File: src/rtl/gray_decoder_monitor.sv
// gray_decoder_monitor: gray-to-binary decoder with step classification and lock FSM.
// Define GRAY_DEC_ERR_CNT_EN to build the saturating err_count.
module gray_decoder_monitor #(
  parameter int WIDTH      = 4,
  parameter int LOCK_STEPS = 4
) (
  input  logic             clk,
  input  logic             rst_,
  input  logic [WIDTH-1:0] gray_in,
  input  logic             valid_in,
  input  logic             clear_err,
  output logic [WIDTH-1:0] bin_out,
  output logic             bin_valid,
  output logic             dir_up,
  output logic             dir_dn,
  output logic             wrap,
  output logic             step_err,
  output logic             locked,
  output logic [7:0]       err_count
);
  typedef enum logic [1:0] {EMPTY, TRACK, LOCKED} state_t;
  state_t state_q, state_d;
  logic [3:0] good_cnt_q, good_cnt_d, good_inc;
  logic [WIDTH-1:0] gray_q, gray_d, bin_q, bin_d, bin, delta;
  logic vld_q, vld_d, bin_valid_q, bin_valid_d, dir_up_q, dir_up_d, dir_dn_q, dir_dn_d;
  logic wrap_q, wrap_d, step_err_q, step_err_d, locked_q, locked_d;
  logic have, up, dn, err;
  for (genvar g = 0; g < WIDTH; g++) begin : g_dec
    assign bin[g] = ^(gray_q >> g);
  end
  always_comb begin
    gray_d      = valid_in ? gray_in : gray_q;
    vld_d       = valid_in;
    delta       = bin - bin_q;
    have        = vld_q && state_q != EMPTY;
    up          = have && delta == WIDTH'(1);
    dn          = have && delta == '1;
    err         = have && delta != '0 && !up && !dn;
    bin_d       = vld_q ? bin : bin_q;
    bin_valid_d = vld_q;
    dir_up_d    = up;
    dir_dn_d    = dn;
    wrap_d      = (up && bin_q == '1) || (dn && bin_q == '0);
    step_err_d  = err;
    good_inc    = good_cnt_q + 4'd1;
    state_d     = state_q;
    good_cnt_d  = good_cnt_q;
    if (vld_q)
      case (state_q)
        EMPTY: begin
          state_d    = TRACK;
          good_cnt_d = '0;
        end
        TRACK: begin
          good_cnt_d = err ? '0 : (up || dn) ? good_inc : good_cnt_q;
          state_d    = (!err && (up || dn) && good_inc >= 4'(LOCK_STEPS)) ? LOCKED : TRACK;
        end
        default: begin
          good_cnt_d = err ? '0 : good_cnt_q;
          state_d    = err ? TRACK : LOCKED;
        end
      endcase
    locked_d = state_d == LOCKED;
  end
  always_ff @(posedge clk) begin
    if (!rst_) begin
      state_q     <= EMPTY;
      good_cnt_q  <= '0;
      gray_q      <= '0;
      vld_q       <= 1'b0;
      bin_q       <= '0;
      bin_valid_q <= 1'b0;
      dir_up_q    <= 1'b0;
      dir_dn_q    <= 1'b0;
      wrap_q      <= 1'b0;
      step_err_q  <= 1'b0;
      locked_q    <= 1'b0;
    end else begin
      state_q     <= state_d;
      good_cnt_q  <= good_cnt_d;
      gray_q      <= gray_d;
      vld_q       <= vld_d;
      bin_q       <= bin_d;
      bin_valid_q <= bin_valid_d;
      dir_up_q    <= dir_up_d;
      dir_dn_q    <= dir_dn_d;
      wrap_q      <= wrap_d;
      step_err_q  <= step_err_d;
      locked_q    <= locked_d;
    end
  end
  assign bin_out   = bin_q;
  assign bin_valid = bin_valid_q;
  assign dir_up    = dir_up_q;
  assign dir_dn    = dir_dn_q;
  assign wrap      = wrap_q;
  assign step_err  = step_err_q;
  assign locked    = locked_q;
`ifdef GRAY_DEC_ERR_CNT_EN
  logic [7:0] err_cnt_q, err_cnt_d;
  // clear wins over the old count but still counts an error on the same edge
  always_comb err_cnt_d = clear_err ? {7'd0, err} : (err && err_cnt_q != 8'hFF) ? err_cnt_q + 8'd1 : err_cnt_q;
  always_ff @(posedge clk) begin
    if (!rst_) err_cnt_q <= '0;
    else err_cnt_q <= err_cnt_d;
  end
  assign err_count = err_cnt_q;
`else
  logic unused_clear_err;
  assign unused_clear_err = clear_err;
  assign err_count = '0;
`endif
endmodule

File: config.mk
export PLATFORM = sky130hd
export DESIGN_NAME = gray_decoder_monitor
export DESIGN_NICKNAME = d
export VERILOG_FILES = /design/src/rtl/gray_decoder_monitor.sv
export SDC_FILE = /design/constraint.sdc
export NUM_CORES = 1
export LEC_CHECK = 0
export CAP_MARGIN = 20
export CORE_MARGIN = 3
export CORE_UTILIZATION = 40
export CTS_CLUSTER_DIAMETER = 120
export CTS_CLUSTER_SIZE = 14
export DETAILED_ROUTE_END_ITERATION = 6
export PLACE_DENSITY_LB_ADDON = 0.3
export SLEW_MARGIN = 20
export SYNTH_ARGS = -nofsm -noshare
export SYNTH_HDL_FRONTEND = slang
export SYNTH_SLANG_ARGS = --single-unit
File: constraint.sdc
create_clock -name clk -period 5.3 [get_ports clk]
set_input_delay 0.53 -clock clk [delete_from_list [all_inputs] [get_ports clk]]
set_output_delay 0.53 -clock clk [all_outputs]
set_load 0.05 [all_outputs]
Yosys cells after proc, flatten, opt, wreduce, memory -nomap -nowiden
Cells that the tools add are included. W data, S select, Z words.

Flip-flop bits (word level): 21. Input port bits: 8. Output and inout bits: 18.

$add $sub $neg: 2. Order comparisons: 1. Equal/unequal tests: 6. Muxes and demuxes: 8. Reduce and logical (&&, ||, !) cells: 25.

Operators with widths (number): $reduce_xor A4 Y1 (4); $mux W4 (3); $logic_and A1 B1 Y1 (10); $eq A4 B4 Y1 const B (2); $pmux W4 S2 (1); $mux W2 (3); $add A4 B1 Y4 const B (1); $eq A4 B1 Y1 const B (1); $ge A4 B3 Y1 const B (1); $logic_not A4 Y1 (1); $pmux W2 S2 (1); $reduce_bool A4 Y1 (1); $sub A4 B4 Y4 (1); $logic_not A1 Y1 (3); $ne A3 B3 Y1 const B (1); $reduce_and A3 Y1 (1); $reduce_bool A3 Y1 (1); $eq A2 B1 Y1 const B (1); $eq A2 B2 Y1 const B (1); $logic_not A2 Y1 (1); $logic_or A1 B1 Y1 (2); $reduce_bool A2 Y1 (1).

Longest topological paths before layout
Word-level depth: 14. Mapped depth: 12. Mapped depth without buffers: 12.

Least setup slack after synthesis
OpenSTA, ideal clock, no wires.

Path kind: flip-flop to flip-flop. Start point: register gray_q[3]. End point: register good_cnt_q[2]. Library setup time: 0.075 ns. Data arrival time: 2.788 ns. Required time: 5.225 ns. Setup slack: 2.437 ns. Cell stages (with the launch flop): 13. Buffers on the path: 0. Period minus slack after synthesis: 2.863 ns. Path through: dfxtp_1 > xnor2_1 > xnor2_1 > xnor2_1 > ha_1 > inv_1 > fa_1 > xor2_1 > nor3_1 > o21ai_0 > o311ai_4 > or4_1 > o22ai_1.

Word-level cells in the longest chain between the ends: 9. Elaborated cells on any way between the ends: 21. Those cells by class: add/sub (1); eq/ne (3); mux (2); reduce/logical (15).

RTL lines: start, declared (RTL line 24) `logic [WIDTH-1:0] gray_q, gray_d, bin_q, bin_d, bin, delta;`; start signal, assigned (RTL line 81) `gray_q <= gray_d;`; $reduce_xor A4 Y1 * (RTL line 29) `assign bin[g] = ^(gray_q >> g);`; via bin[1] (RTL line 24); $sub A4 B4 Y4 * (RTL line 34) `delta = bin - bin_q;`; $eq A4 B1 Y1 (RTL line 36) `up = have && delta == WIDTH'(1);`; $logic_and A1 B1 Y1 (RTL line 36); $logic_not A1 Y1 (RTL line 38) `err = have && delta != '0 && !up && !dn;`; $logic_and A1 B1 Y1 (2 in series) (RTL line 38); $ne A3 B3 Y1 (no line) (tied with other cells); $reduce_and A3 Y1 (no line) or $pmux W4 S2 (tied branches); end signal, assigned (RTL line 80) `good_cnt_q <= good_cnt_d;`; end, declared (RTL line 23) `logic [3:0] good_cnt_q, good_cnt_d, good_inc;`.

The timed path passes the listed nets; every way through them passes the cells marked *. A chain may end at the register's enable or synchronous reset.

Worst setup path in the final report
Same ends and word-level chain as after synthesis.

==> results.cfg <==
[clock_tree]
numCtsBuffers = 3
cts_tree = built
cts_sinks = 21
cts_hold_buf = 0
ctsResizeCount = 0
cts_htree_levels = 1
post_cts_buffers = 0
clkLatencyLatePin_ns = 0.30
cts_root_buf = clkbuf_4
clk_pin_slew_worst_paths_ns = 0.12
clockBufferDepth = 2

[sta]
slew_violations = 0
tns_ns = 0
hold_violations = 0
min_period_over_period_pct = 60.3
maxSlewHeadroom_pct = 51.6
tightest_slew_ns = 0.718
setup_ws_ns = 2.11
fmax_mhz = 313
finalSetupViolations = 0
min_period_ns = 3.19
grt_setup_unrepaired = false
fin_skew_ns = 0.00246

[routing]
drt_wl_total_mm = 2.10
wire_per_inst_um = 12.1
viasPerCell = 5.23
drt-initial-drc-count = 16
drt_first_pass_iters = 4
drtAntennaViolNets = 0
vias = 904
drc = 0

[setup_path]
crit_fanout = 8
endpoint_kind = flop
crit_arrival_ns = 3.44
timing.rr.start = gray_q[3]$_SDFFE_PN0P_
rr_worst_depth = 12
worstReg2RegEnd = good_cnt_q[2]$_SDFFE_PN0P_
ff2ff_setup_slack_ns = 2.11
crit_type = reg -> reg
start_kind = flop
startpoint = gray_q[3]$_SDFFE_PN0P_
cp.required_ns = 5.54

[cells_and_area]
drive_gt1_share_pct = 4.90
nFillCells = 253
stdcell_count = 173
regArea_sq_um = 420
post-route-util_pct = 50.5
layout.nets = 157
antennaDiodeCount = 0
area_growth_pct = 14.3
multiInputGateArea_sq_um = 633

[power]
p_total_mw = 0.355
power.density_nw_per_um2 = 271
vdd_drop_max_uv = 163
p_leak_nw = 0.488

[floorplanning]
start_util_pct = 44.2
die_h_um = 59.5
die_area_sq_um = 3540
core_area_sq_um = 2590
fp.dieW_um = 59.5
num_io_pins = 26
row_count = 18

[yosys]
synth_top_family_by_area = simple AND/OR/NAND/NOR gates
synth_edf_count = 0
ys_warn_count = 0
synth-xor-area-share_pct = 4.60
synth.distinct_cells = 38
ys_async_sr_fraction_pct = 0
ys.flop_type = dfxtp_1
synth_fa_ha_area_share_pct = 6.13
synthMuxAreaShare_pct = 5.25
synth-compound-area-share_pct = 16.0
yosysTopAreaCell = dfxtp_1
ys_ff_latch = 21
yosysTopAreaCellShare_pct = 36.8
syn_avg_cell_area_sq_um = 8.87
synth.top_cells.by_area = dfxtp_1 37%, mux2i_1 5.3%, buf_4 5.3%, nor2_1 4.9%, o311ai_4 4.6%
seq_area_frac_synth_pct = 36.8
synthCells = 129
synth_area_sq_um = 1140
synthSimpleGateAreaFrac_pct = 20.8

[grt]
antenna_found_initial = 0
grt_overflow = 0
grt_pass1_wl_mm = 3.50
grt_max_degree = 16
grt_pass1_vias = 833
grt.total_usage_pct = 13.1

[worst_hold_path]
hold_path.class = reg -> reg
holdCritStartpoint = good_cnt_q[1]$_SDFFE_PN0P_
holdPathStages = 2
min_to = good_cnt_q[1]$_SDFFE_PN0P_

[status]
status = complete, no violations

[placed_design]
dp_cells = 169
dp_hpwl_mm = 1.62
dp_slack_ns = 2.09
io_buffers = 16
gp_congestion = 0.828

[run]
maxCapViolCount = 0
layout by cell type, fill, tap and decap left out, drive strengths merged, types with 6 or more instances in the layout:
cell type,count
mux2i,6
dfxtp,21
clkdlybuf4s50,16
o21ai,6
nand2,8
inv,8
conb,8
nor2,15
worst max-delay path, stage by stage (launching register included):
cell	delay [ns]
dfxtp_1	0.42
xnor2_1	0.14
xnor2_1	0.42
xnor2_1	0.20
ha_1	0.19
inv_1	0.06
fa_1	0.37
xor2_1	0.23
nor3_1	0.08
o21ai_0	0.14
o311ai_4	0.22
or4_1	0.51
o22ai_1	0.15
power by group:
| group | leakage, nW | total, mW | internal (mW) | switching [mW] |
|---|---|---|---|---|
| clock | 0.0150 | 0.0787 | 0.0294 | 0.0493 |
| sequential | 0.171 | 0.170 | 0.163 | 0.00667 |
| combinational | 0.302 | 0.106 | 0.0346 | 0.0717 |
routing by layer:
layer / global-route usage [%] / up-vias / share of wire, % / wire (um)
met3: 2.83 / 6 / 5.0 / 104
li1: - / 464 / - / -
met5: 0 / - / 0 / 0
met1: 16.3 / 412 / 47 / 990
met4: 8.09 / 0 / 2.3 / 48
met2: 20.4 / 22 / 46 / 956
Yosys cell counts, drive strengths merged (4+ instances only):
master   n
nor2    15
or4      4
a21oi    4
mux2i    6
ha       4
inv      8
nand2    8
buf      9
o21ai    6
dfxtp   21
clkbuf   4
metrics by stage:
step / instance area [sq um] / hold WS (ns)
after floorplan: 1170 / 0.475
after global placement: 1280 / 0.487
after detailed placement: 1280 / 0.499
after CTS: 1310 / 0.522
after global routing: 1310 / 0.550
final: 1310 / 0.521
cell families after synthesis:
| group | after synthesis |
|---|---|
| AND/OR/NAND/NOR | 46 |
| flip-flops | 21 |
| multiplexers | 6 |
| adder cells (fa/ha/maj) | 5 |
| other | 1 |
| XOR/XNOR | 6 |
| AO/OA/AOI/OAI | 23 |
| buffers and inverters | 21 |
final cells by class:
class                   count  area share [%]
multi-input cells          94            48.4
flip-flops and latches     21            32.2
repair buffers             16            12.2
well taps                  30            2.87
inverters                   8            2.30
clock buffers               4            2.01
registers in the layout, summed over array words and instances (netlist names):
register     cells
bin_valid_d      1
bin_valid        1
good_cnt_q       4
step_err         1
dir_dn           1
state_q          2
bin_out          4
dir_up           1
wrap             1
gray_q           4
locked           1
how the worst max path moves through the flow:
| stage | slack (ns) | depth (start not counted) | end |
|---|---|---|---|
| 2_1_floorplan | 2.44 | 12 | good_cnt_q[2]$_SDFFE_PN0P_ |
| 3_3_place_gp | 2.15 | 12 | good_cnt_q[2]$_SDFFE_PN0P_ |
| 3_5_place_dp | 2.09 | 12 | good_cnt_q[2]$_SDFFE_PN0P_ |
| 4_1_cts | 2.08 | 12 | good_cnt_q[2]$_SDFFE_PN0P_ |
| 5_1_grt | 1.83 | 12 | good_cnt_q[2]$_SDFFE_PN0P_ |
| 6_report | 2.11 | 12 | good_cnt_q[2]$_SDFFE_PN0P_ |
Power figures use the tool's default switching activity.
